`src/rtl/arkhe_levitator_drive.sv`:
```
// arkhe_levitator_drive: two-channel transducer PWM driver for an acoustic levitator.
// A 32-bit phase accumulator sets the carrier. Channel B runs anti-phase to channel A
// plus a slew-limited phase offset. An FSM ramps the drive amplitude up and down, and
// the ADC trigger is decimated from carrier wraps while the field is held.
//
// Ports:
//   clk_100mhz    system clock, rising edge
//   rst           synchronous active-high reset
//   trap_active   request field on (level)
//   phase_adjust  target B-channel phase offset, 2^16 = 360 deg
//   fault_in      transducer overtemp/overcurrent (level)
//   ftw_load      tuning-word load strobe, honoured only in OFF
//   ftw_in        tuning word to load
//   drive_a       registered PWM drive, channel A
//   drive_b       registered PWM drive, channel B
//   amplitude     current drive amplitude
//   trap_ready    high only in HOLD
//   adc_start     one-cycle ADC sample trigger
//   drv_state     OFF=0, RAMP_UP=1, HOLD=2, RAMP_DOWN=3, FAULT=4
//
// Optional feature: define ARKHE_DRIVE_DITHER_EN to add 4-bit LFSR dither to both PWM phases.
module arkhe_levitator_drive #(
   parameter logic [31:0] FTW_DEFAULT = 32'h001A36E3,
   parameter int unsigned RAMP_DIV    = 1000,
   parameter logic [15:0] RAMP_STEP   = 16'd64,
   parameter logic [15:0] SLEW_MAX    = 16'd256,
   parameter int unsigned ADC_DECIM   = 16
) (
   input  logic        clk_100mhz,
   input  logic        rst,
   input  logic        trap_active,
   input  logic [15:0] phase_adjust,
   input  logic        fault_in,
   input  logic        ftw_load,
   input  logic [31:0] ftw_in,
   output logic        drive_a,
   output logic        drive_b,
   output logic [15:0] amplitude,
   output logic        trap_ready,
   output logic        adc_start,
   output logic [2:0]  drv_state
);

   localparam int unsigned TICK_W  = (RAMP_DIV > 1) ? $clog2(RAMP_DIV) : 1;
   localparam int unsigned DECIM_W = (ADC_DECIM > 1) ? $clog2(ADC_DECIM) : 1;
   localparam logic [TICK_W-1:0]  TICK_LAST  = TICK_W'(RAMP_DIV - 1);
   localparam logic [DECIM_W-1:0] DECIM_LAST = DECIM_W'(ADC_DECIM - 1);

   typedef enum logic [2:0] {
      StOff      = 3'd0,
      StRampUp   = 3'd1,
      StHold     = 3'd2,
      StRampDown = 3'd3,
      StFault    = 3'd4
   } drv_state_e;

   drv_state_e         state_q, state_d;
   logic [31:0]        acc_q, acc_d;
   logic [31:0]        ftw_q, ftw_d;
   logic [15:0]        phase_off_q, phase_off_d;
   logic [15:0]        amplitude_q, amplitude_d;
   logic [TICK_W-1:0]  tick_q, tick_d;
   logic [DECIM_W-1:0] decim_q, decim_d;
   logic               drive_a_q, drive_a_d;
   logic               drive_b_q, drive_b_d;
   logic               trap_ready_q, trap_ready_d;
   logic               adc_start_q, adc_start_d;

   logic [32:0] acc_sum;
   logic        wrap;
   logic [16:0] amp_sum;
   logic [15:0] amp_up, amp_down;
   logic [15:0] diff, mag, slew;
   logic        diff_neg;
   logic [15:0] dither, phase_a, phase_b, threshold;

`ifdef ARKHE_DRIVE_DITHER_EN
   logic [15:0] lfsr_q, lfsr_d;

   always_comb begin
      lfsr_d = {lfsr_q[14:0], lfsr_q[15] ^ lfsr_q[13] ^ lfsr_q[12] ^ lfsr_q[10]};
      dither = {12'h000, lfsr_q[3:0]};
   end

   always_ff @(posedge clk_100mhz) begin
      if (rst) lfsr_q <= 16'hACE1;
      else     lfsr_q <= lfsr_d;
   end
`else
   always_comb dither = 16'h0000;
`endif

   always_comb begin
      // Carrier accumulator; a wrap is the carry out of bit 31.
      acc_sum = {1'b0, acc_q} + {1'b0, ftw_q};
      wrap    = acc_sum[32];
      acc_d   = acc_sum[31:0];

      ftw_d = ftw_q;
      if (state_q == StOff && ftw_load && ftw_in != 32'h0) ftw_d = ftw_in;

      // Shortest-path slew toward phase_adjust; a half-turn difference counts as positive.
      diff        = phase_adjust - phase_off_q;
      diff_neg    = diff[15] && (diff != 16'h8000);
      mag         = diff_neg ? (16'h0000 - diff) : diff;
      slew        = (mag > SLEW_MAX) ? SLEW_MAX : mag;
      phase_off_d = phase_off_q;
      if (wrap) phase_off_d = diff_neg ? (phase_off_q - slew) : (phase_off_q + slew);

      amp_sum  = {1'b0, amplitude_q} + {1'b0, RAMP_STEP};
      amp_up   = amp_sum[16] ? 16'hFFFF : amp_sum[15:0];
      amp_down = (amplitude_q > RAMP_STEP) ? (amplitude_q - RAMP_STEP) : 16'h0000;

      state_d     = state_q;
      amplitude_d = amplitude_q;
      case (state_q)
         StOff: begin
            amplitude_d = 16'h0000;
            if (trap_active) state_d = StRampUp;
         end
         StRampUp: begin
            if (!trap_active) begin
               state_d = StRampDown;
            end else if (tick_q == TICK_LAST) begin
               amplitude_d = amp_up;
               if (amp_up == 16'hFFFF) state_d = StHold;
            end
         end
         StHold: begin
            if (!trap_active) state_d = StRampDown;
         end
         StRampDown: begin
            if (trap_active) begin
               state_d = StRampUp;
            end else if (tick_q == TICK_LAST) begin
               amplitude_d = amp_down;
               if (amp_down == 16'h0000) state_d = StOff;
            end
         end
         StFault: begin
            amplitude_d = 16'h0000;
            if (!trap_active) state_d = StOff;
         end
         default: begin
            state_d     = StOff;
            amplitude_d = 16'h0000;
         end
      endcase
      if (fault_in) begin
         state_d     = StFault;
         amplitude_d = 16'h0000;
      end

      // Tick counter runs only while ramping and restarts on any state change.
      tick_d = '0;
      if ((state_q == StRampUp || state_q == StRampDown) && tick_q != TICK_LAST)
         tick_d = tick_q + 1'b1;
      if (state_d != state_q) tick_d = '0;

      adc_start_d = 1'b0;
      decim_d     = '0;
      if (state_q == StHold && state_d == StHold) begin
         decim_d = decim_q;
         if (wrap) begin
            if (decim_q == DECIM_LAST) begin
               adc_start_d = 1'b1;
               decim_d     = '0;
            end else begin
               decim_d = decim_q + 1'b1;
            end
         end
      end

      phase_a   = acc_q[31:16] + dither;
      phase_b   = acc_q[31:16] + 16'h8000 + phase_off_q + dither;
      threshold = {1'b0, amplitude_q[15:1]};
      drive_a_d = (phase_a < threshold) && !fault_in;
      drive_b_d = (phase_b < threshold) && !fault_in;

      trap_ready_d = (state_d == StHold);
   end

   always_ff @(posedge clk_100mhz) begin
      if (rst) begin
         state_q      <= StOff;
         acc_q        <= 32'h0;
         ftw_q        <= FTW_DEFAULT;
         phase_off_q  <= 16'h0;
         amplitude_q  <= 16'h0;
         tick_q       <= '0;
         decim_q      <= '0;
         drive_a_q    <= 1'b0;
         drive_b_q    <= 1'b0;
         trap_ready_q <= 1'b0;
         adc_start_q  <= 1'b0;
      end else begin
         state_q      <= state_d;
         acc_q        <= acc_d;
         ftw_q        <= ftw_d;
         phase_off_q  <= phase_off_d;
         amplitude_q  <= amplitude_d;
         tick_q       <= tick_d;
         decim_q      <= decim_d;
         drive_a_q    <= drive_a_d;
         drive_b_q    <= drive_b_d;
         trap_ready_q <= trap_ready_d;
         adc_start_q  <= adc_start_d;
      end
   end

   assign drive_a    = drive_a_q;
   assign drive_b    = drive_b_q;
   assign amplitude  = amplitude_q;
   assign trap_ready = trap_ready_q;
   assign adc_start  = adc_start_q;
   assign drv_state  = state_q;

endmodule

```
`config.mk`:
```
export PLATFORM = sky130hd
export DESIGN_NAME = arkhe_levitator_drive
export DESIGN_NICKNAME = d
export VERILOG_FILES = /design/src/rtl/arkhe_levitator_drive.sv
export SDC_FILE = /design/constraint.sdc
export NUM_CORES = 1
export LEC_CHECK = 0
export CORE_MARGIN = 2
export CORE_UTILIZATION = 43
export DETAILED_ROUTE_END_ITERATION = 8
export PLACE_DENSITY_LB_ADDON = 0.2
export SETUP_SLACK_MARGIN = 0.5
export SYNTH_ARGS = -nofsm -noshare
export SYNTH_HDL_FRONTEND = slang
export SYNTH_SLANG_ARGS = --single-unit
export TNS_END_PERCENT = 100
```
`constraint.sdc`:
```
create_clock -name clk_100mhz -period 13.63 [get_ports clk_100mhz]
set_clock_uncertainty 0.1 [all_clocks]
set_input_delay 4.089 -clock clk_100mhz [delete_from_list [all_inputs] [get_ports clk_100mhz]]
set_output_delay 4.089 -clock clk_100mhz [all_outputs]
set_load 0.02 [all_outputs]
```
==> results.json, run 1 <==
{
  "dp.cells": 1646,
  "groute.usage.overall_pct": 21.1,
  "antenna_cells": 0,
  "syn_to_final_growth_pct": 16.5,
  "num_rows": 56,
  "max_slew.worst_pin.slew_ns": 1.19,
  "post_cts_buffers": 0,
  "avgSynthCellArea_um2": 7.84,
  "drtIter0Drc": 528,
  "via_per_inst": 5.57,
  "r2r-end": "phase_off_q[15]",
  "clock_power_share_pct": 33.3,
  "synth_compound_area_share_pct": 24.1,
  "hold_buffers": 0,
  "sw_frac_of_total_pct": 35.5,
  "drt-total-wl_mm": 25.6,
  "die_x_um": 157,
  "p_int_mw": 0.892,
  "hold-worst-slack_ns": 0.368,
  "start_util_pct": 43.4,
  "synth-seq-cells": 117,
  "rsz0062_at_grt": "no",
  "pwr-share-seq_pct": 29.6,
  "synthXorXnorAreaFrac_pct": 7.37,
  "synth_cell_type_count": 87,
  "stdcell_area_um2": 11700,
  "clockBufferDepth": 2,
  "synthAdderAreaFrac_pct": 16.6,
  "fin_crit_sh_pct": 88.8,
  "synth-edff-count": 0,
  "gp_congestion": 0.895,
  "drive_above_1_share_pct": 5.15,
  "synth_area_um2": 10100,
  "p_leak_nw": 4.84,
  "cp_slowest_cell": "o41ai_1",
  "power.density_nw_per_um2": 118,
  "clock-sinks": 117,
  "peakVddDrop_mv": 0.0875,
  "root_buffer": "clkbuf_16",
  "layout_common_cells": "nor2_1 (166), ha_1 (127), dfxtp_1 (117)",
  "wl_per_cell_um": 15.3,
  "synth_cells": 1286,
  "synthMuxAreaShare_pct": 3.04,
  "synthFlopType": "dfxtp_1",
  "first_pass_iters": 5,
  "syn_nets": 1470,
  "antenna_found_initial": 0,
  "final_common_cell": "nor2_1",
  "setup.worst_path.end_class": "flop",
  "grt_max_degree": 87,
  "grt_pass1_wl_mm": 42.4,
  "maxSlewViolCount": 0,
  "hpwl_mm": 19.6,
  "seq_area_frac_synth_pct": 23.2,
  "layout_setup_ws_ns": 1.52,
  "fin_crit_ns": 12.11,
  "status": "complete, no violations",
  "hp-class": "reg2reg",
  "vias": 9340,
  "clkTransAtPathRegs_ns": 0.06,
  "pin_count": 76,
  "r2r_slack_ns": 5.29,
  "critPathKind": "in2reg",
  "net-switching-power_mw": 0.491,
  "insertion_delay_ns": 0.42,
  "hold_start": "ftw_q[5]",
  "combPwrFrac_pct": 37.0,
  "grt_pass1_vias": 8672,
  "slowest_delay_ns": 0.54,
  "core_um2": 23300,
  "die_area_um2": 24700,
  "yosysWarnings": 0,
  "reg2reg_from": "phase_off_q[1]",
  "cts-buffers-inserted": 17,
  "hold_depth": 1,
  "finalNetCount": 1530,
  "remaining_drc_errors": 0,
  "grt_overflow": 0,
  "setup_tns_ns": 0,
  "place_ws_ns": 0.822,
  "fin_cells": 1678,
  "cts_tree": "built",
  "slew-limit-headroom_pct": 20.0,
  "cp.arrival_ns": 12.31,
  "rr_worst_depth": 28,
  "placed_area_um2": 11100,
  "synthArstFlopShare_pct": 0,
  "port_buffers": 75,
  "h-tree-depth": 4,
  "synthSimpleGateAreaFrac_pct": 20.9,
  "max_freq_ghz": 0.0826,
  "startpoint": "phase_adjust[0]",
  "synth_top_family_by_area": "compound AO/OA/AOI/OAI gates",
  "postRouteAntennaNets": 0,
  "setup_violations": 0,
  "cap_violations": 0,
  "worst-path-max-fanout": 20,
  "holdPathEnd": "ftw_q[5]",
  "die_y_um": 157,
  "start_kind": "primary input",
  "final_hold_viol_count": 0,
  "critPathRequiredTime_ns": 13.83
}
## layout make-up
class / instances / area [um2]
Fill cell: 2331 / 11500
Timing Repair Buffer: 82 / 798
Clock buffer: 18 / 439
Clock inverter: 14 / 165
Tap cell: 319 / 399
Multi-Input combinational cell: 1043 / 7290
Sequential cell: 117 / 2340
Inverter: 85 / 319
## cell usage after synthesis (10+ instances only)
cell	count	area (um2)
o211ai_1	13	97.6
inv_1	85	319
o21a_1	10	75.1
nor3_1	36	180
xnor2_1	55	482
nand3_1	38	190
o21bai_1	14	105
a21oi_1	95	475
xor2_1	28	245
and3_1	11	68.8
mux2i_1	28	280
a211o_1	14	123
o21ai_0	67	335
nor2b_1	21	131
dfxtp_1	117	2340
nand4_1	12	75.1
ha_1	127	1590
a21o_1	34	255
nor2_1	167	627
nor4_1	15	93.8
or3_1	15	93.8
nand2b_1	17	106
a211oi_1	22	165
clkbuf_1	33	124
nand2_1	72	270
## worst max-delay path: cells and delay by family
family | cells | cell delay (ns)
AO/OA/AOI/OAI | 16 | 4.80
XOR/XNOR | 1 | 0.18
adder cells (fa/ha/maj) | 4 | 1.30
buffers and inverters | 2 | 0.50
multiplexers | 2 | 0.41
AND/OR/NAND/NOR | 5 | 0.99
## cells by family after synthesis
family / count (synthesis)
AOI/OAI and AO/OA: 360
muxes: 30
and+or+nand+nor: 438
buffers and inverters: 126
adders and majority gates: 131
xor gates and xnor gates: 84
DFF: 117
## registers in the layout, indices dropped and copies added (netlist names)
signal and count:
trap_ready 1, decim_q 4, drive_b 1, adc_start 1
acc_q 32, drv_state 3, drive_a 1, tick_q 10
amplitude 16, phase_off_q 16, ftw_q 32
## power by group through the flow
| stage | Sequential (mW) | Combinational, mW | Clock (mW) |
|---|---|---|---|
| floorplan | 0.405 | 0.398 | 0 |
| global placement | 0.417 | 0.497 | 0 |
| detailed placement | 0.418 | 0.503 | 0 |
| CTS | 0.410 | 0.510 | 0.470 |
| global route | 0.413 | 0.581 | 0.485 |
| finish | 0.410 | 0.512 | 0.461 |
## through the flow
| stage | utilization [%] | total power [mW] |
|---|---|---|
| 4_1_cts | 50.5 | 1.39 |
| 3_5_place_dp | 47.9 | 0.921 |
| 6_report | 50.5 | 1.38 |
| 5_1_grt | 50.5 | 1.48 |
| 3_3_place_gp | 47.9 | 0.914 |
| 2_1_floorplan | - | 0.804 |
## what timing repair did
item                                    4_1_cts  5_1_grt
endpoints found under the setup margin        0        1
endpoints found under the hold margin         0        0
gates resized for setup                       0        3
## worst max-delay path by stage
stage / endpoint / cells past startpoint
2_1_floorplan: phase_off_q[15] / 31
3_3_place_gp: phase_off_q[15] / 30
3_5_place_dp: phase_off_q[15] / 30
4_1_cts: phase_off_q[15] / 30
5_1_grt: phase_off_q[15] / 30
6_report: phase_off_q[15] / 30
## metal layers
| layer | vias up | global-route usage [%] | routed length [um] |
|---|---|---|---|
| met2 | 208 | 34.9 | 11900 |
| li1 | 4791 | - | - |
| met1 | 4319 | 28.6 | 12300 |
| met4 | 0 | 5.54 | 320 |
| met5 | - | 0 | 0 |
| met3 | 22 | 3.14 | 1110 |
Note: power is estimated with default switching activity, not from simulation.
==> run 2, diff against run 1 <==
- DONT_BUFFER_PORTS: default -> 1
- SKIP_CTS_REPAIR_TIMING: default -> 1
==> results.json, run 2 (synthesis results as in run 1) <==
{
  "status": "complete, no violations",
  "rsz0062_at_grt": "no",
  "h-tree-depth": 4,
  "largestRegisters": "acc_q (32), ftw_q (32)",
  "start_util_pct": 43.4,
  "power.density_nw_per_um2": 122,
  "startpoint": "phase_adjust[0]",
  "r2r_slack_ns": 4.89,
  "cp.arrival_ns": 12.25,
  "grt_pass1_vias": 8080,
  "report.power.total_mw": 1.34,
  "setup_tns_ns": 0,
  "hold_start": "ftw_q[19]",
  "critPathRequiredTime_ns": 13.85,
  "reg2reg_from": "phase_off_q[0]",
  "die_area_um2": 24700,
  "cts-buffers-inserted": 17,
  "port_buffers": 0,
  "remaining_drc_errors": 0,
  "max_slew.worst_pin.slew_ns": 1.24,
  "fin_cells": 1601,
  "setup.worst_path.end_class": "flop",
  "holdPathEnd": "ftw_q[19]",
  "place_ws_ns": 1.26,
  "die_x_um": 157,
  "r2r-end": "phase_off_q[15]",
  "antenna_cells": 0,
  "finalNetCount": 1453,
  "rr_worst_depth": 28,
  "vias": 8990,
  "gp_congestion": 0.943,
  "via_per_inst": 5.62,
  "clockBufferDepth": 2,
  "num_rows": 56,
  "clock-sinks": 117,
  "drtIter0Drc": 470,
  "grt_max_degree": 87,
  "core_um2": 23300,
  "final_common_cell": "nor2_1",
  "dp.cells": 1569,
  "root_buffer": "clkbuf_16",
  "layout_setup_ws_ns": 1.59,
  "peakVddDrop_mv": 0.0888,
  "drt-total-wl_mm": 25.2,
  "groute.usage.overall_pct": 20.4,
  "slowest_delay_ns": 0.68,
  "syn_to_final_growth_pct": 8.71,
  "maxSlewViolCount": 0,
  "final_hold_viol_count": 0,
  "hp-class": "reg2reg",
  "grt_pass1_wl_mm": 40.7,
  "critPathKind": "in2reg",
  "pin_count": 76,
  "hold_depth": 1,
  "cts_tree": "built",
  "layout_common_cells": "nor2_1 (167), ha_1 (127), dfxtp_1 (117)",
  "start_kind": "primary input",
  "worst-path-max-fanout": 20,
  "wl_per_cell_um": 15.7,
  "postRouteAntennaNets": 0,
  "clkTransAtPathRegs_ns": 0.06,
  "cp_slowest_cell": "o311ai_0",
  "p_leak_nw": 4.54,
  "antenna_found_initial": 0,
  "slew-limit-headroom_pct": 16.7,
  "fin_crit_ns": 12.04,
  "max_freq_ghz": 0.0831,
  "die_y_um": 157,
  "hpwl_mm": 19.4,
  "fin_crit_sh_pct": 88.3,
  "setup_violations": 0,
  "drive_above_1_share_pct": 5.07,
  "grt_overflow": 0,
  "first_pass_iters": 5,
  "cap_violations": 0,
  "insertion_delay_ns": 0.43
}
[run 2: worst max path at each step]
stage / depth (start not counted) / slack (ns) / end
global route: 29 / 0.84 / phase_off_q[15]
CTS: 29 / 1.67 / phase_off_q[15]
finish: 29 / 1.59 / phase_off_q[15]
global placement: 29 / 1.54 / phase_off_q[15]
detailed placement: 29 / 1.26 / phase_off_q[15]
floorplan: 31 / 2.44 / phase_off_q[15]
[run 2: power breakdown]
group	total, mW	switching (mW)	internal, mW
registers	0.413	0.0327	0.380
logic	0.480	0.265	0.215
clock network	0.449	0.190	0.259
total	1.34	0.488	0.854
[run 2: layout make-up]
| class | instances | area, um2 |
|---|---|---|
| inverter | 85 | 319 |
| sequential | 117 | 2340 |
| multi-input combinational | 1043 | 7280 |
| tap | 319 | 399 |
| clock buffer | 17 | 425 |
| clock inverter | 15 | 164 |
| fill | 2386 | 12300 |
| timing repair buffer | 5 | 37.5 |
[run 2: stage by stage]
step	util (%)	hold WS, ns	cell area [um2]
after floorplan	-	0.330	10100
after global placement	44.6	0.351	10400
after detailed placement	44.6	0.358	10400
after CTS	47.1	0.374	11000
after global routing	47.1	0.389	11000
final	47.1	0.369	11000
[run 2: critical path, delay by kind of cell]
family / cells / cell delay (ns)
fa+ha+maj: 4 / 1.29
buf+inv: 1 / 0.03
xor+xnor: 1 / 0.18
simple gates: 5 / 1.13
mux: 2 / 0.41
compound gates: 16 / 5.13
[run 2: metal layers]
| metal | part of all wire [%] | GRT usage (%) |
|---|---|---|
| met4 | 2.0 | 5.67 |
| met1 | 49 | 28.5 |
| met5 | 0 | 0 |
| met3 | 4.2 | 4.13 |
| met2 | 44 | 31.7 |
==> run 3, diff against run 2 <==
- PLACE_DENSITY_LB_ADDON: 0.2 -> 0.3
- SLEW_MARGIN: default -> 20
- clock period: 13.63 -> 11.8 ns (I/O delays scaled with it)
==> results.json, run 3 (synthesis results as in run 1) <==
{
  "sw_frac_of_total_pct": 36.3,
  "core_um2": 23300,
  "port_buffers": 0,
  "net-switching-power_mw": 0.560,
  "cap_violations": 0,
  "slowest_delay_ns": 0.66,
  "cp_slowest_cell": "or4_1",
  "h-tree-depth": 4,
  "antenna_cells": 0,
  "drt-total-wl_mm": 25.2,
  "seq_area_um2": 2340,
  "groute.usage.overall_pct": 20.3,
  "largestRegisters": "acc_q (32), ftw_q (32)",
  "combPwrFrac_pct": 36.6,
  "cts_tree": "built",
  "fill_cells": 2331,
  "p_leak_nw": 4.57,
  "final_hold_viol_count": 0,
  "hp-class": "reg2reg",
  "multi_input_area_um2": 7310,
  "layout_common_cells": "nor2_1 (167), ha_1 (127), dfxtp_1 (117)",
  "maxSlewViolCount": 0,
  "status": "complete, no violations",
  "critPathKind": "in2reg",
  "gp_congestion": 0.928,
  "clkTransAtPathRegs_ns": 0.06,
  "pwr-share-seq_pct": 30.6,
  "fin_crit_sh_pct": 91.3,
  "peakVddDrop_mv": 0.0959,
  "die_x_um": 157,
  "via_per_inst": 5.74,
  "antenna_found_initial": 0,
  "remaining_drc_errors": 0,
  "vias": 9226,
  "grt_pass1_wl_mm": 40.5,
  "setup_tns_ns": 0,
  "rsz0062_at_grt": "no",
  "grt_overflow": 0,
  "grt_pass1_vias": 8290,
  "grt_max_degree": 87,
  "cp.arrival_ns": 11.00,
  "first_pass_iters": 5,
  "clockBufferDepth": 2,
  "postRouteAntennaNets": 0,
  "wl_per_cell_um": 15.7,
  "die_area_um2": 24700,
  "start_util_pct": 43.4,
  "worst-path-max-fanout": 9,
  "setup_violations": 0,
  "cts-buffers-inserted": 17,
  "insertion_delay_ns": 0.43,
  "critPathRequiredTime_ns": 12.02,
  "hpwl_mm": 19.3,
  "finalNetCount": 1458,
  "worst-path-buf-inv": 2,
  "hold-worst-slack_ns": 0.368,
  "max_freq_ghz": 0.0928,
  "fin_crit_ns": 10.78,
  "cp_top_family": "compound AO/OA/AOI/OAI gates",
  "die_y_um": 157,
  "final_common_cell": "nor2_1",
  "p_int_mw": 0.985,
  "clock-sinks": 117,
  "power.density_nw_per_um2": 140,
  "start_kind": "primary input",
  "clock_power_share_pct": 32.7,
  "drtIter0Drc": 685,
  "num_rows": 56,
  "drive_above_1_share_pct": 5.83,
  "max_slew.worst_pin.slew_ns": 0.984,
  "root_buffer": "clkbuf_16",
  "pin_count": 76,
  "slew-limit-headroom_pct": 33.5,
  "syn_to_final_growth_pct": 9.22,
  "setup.worst_path.end_class": "flop"
}
[run 3: final timing paths]
check                                      from              end  slack [ns]  depth (start not counted)
worst max-delay path            phase_adjust[0]  phase_off_q[15]        1.02                         29
worst min-delay path                  tick_q[0]        tick_q[0]        0.37                          1
worst max register to register   phase_off_q[0]  phase_off_q[15]        3.76                         28
worst min register to register        tick_q[0]        tick_q[0]        0.37                          1
[run 3: power by group through the flow]
stage | combinational (mW) | clock, mW | sequential, mW
after floorplan | 0.460 | 0 | 0.468
after global placement | 0.544 | 0 | 0.481
after detailed placement | 0.555 | 0 | 0.483
after CTS | 0.561 | 0.516 | 0.474
after global routing | 0.639 | 0.535 | 0.478
final | 0.566 | 0.506 | 0.474
[run 3: layout make-up]
class                           instances  share of cell area (%)
Tap cell                              319                    3.62
Timing Repair Buffer                   10                   0.682
Inverter                               85                    2.90
Sequential cell                       117                    21.3
Multi-Input combinational cell       1043                    66.4
Clock inverter                         15                    1.32
Clock buffer                           17                    3.86
[run 3: per-stage QoR]
step,setup slack (ns),total power [mW],area [um2],std cells,util [%]
2_1_floorplan,1.16,0.928,10100,1286,-
3_3_place_gp,0.710,1.02,10400,1572,44.7
3_5_place_dp,0.426,1.04,10400,1572,44.7
4_1_cts,0.830,1.55,11000,1604,47.1
5_1_grt,0.503,1.65,11000,1606,47.3
6_report,1.02,1.55,11000,1606,47.3
[run 3: worst register-to-register path, delay by kind of cell (launching register included)]
kind                       cells  cell delay (ns)
AOI/OAI and AO/OA             11             2.69
and+or+nand+nor                8             2.54
adders and majority gates      4             1.28
muxes                          2             0.41
DFF                            1             0.39
xor gates and xnor gates       2             0.34
buffers and inverters          1             0.19
[run 3: routing by layer]
| layer | share of wire [%] | wire length (um) | GRT usage (%) |
|---|---|---|---|
| met3 | 4.6 | 1170 | 3.91 |
| met4 | 1.6 | 397 | 5.32 |
| met2 | 47 | 11800 | 34.0 |
| met1 | 47 | 11800 | 26.9 |
| met5 | 0 | 0 | 0 |
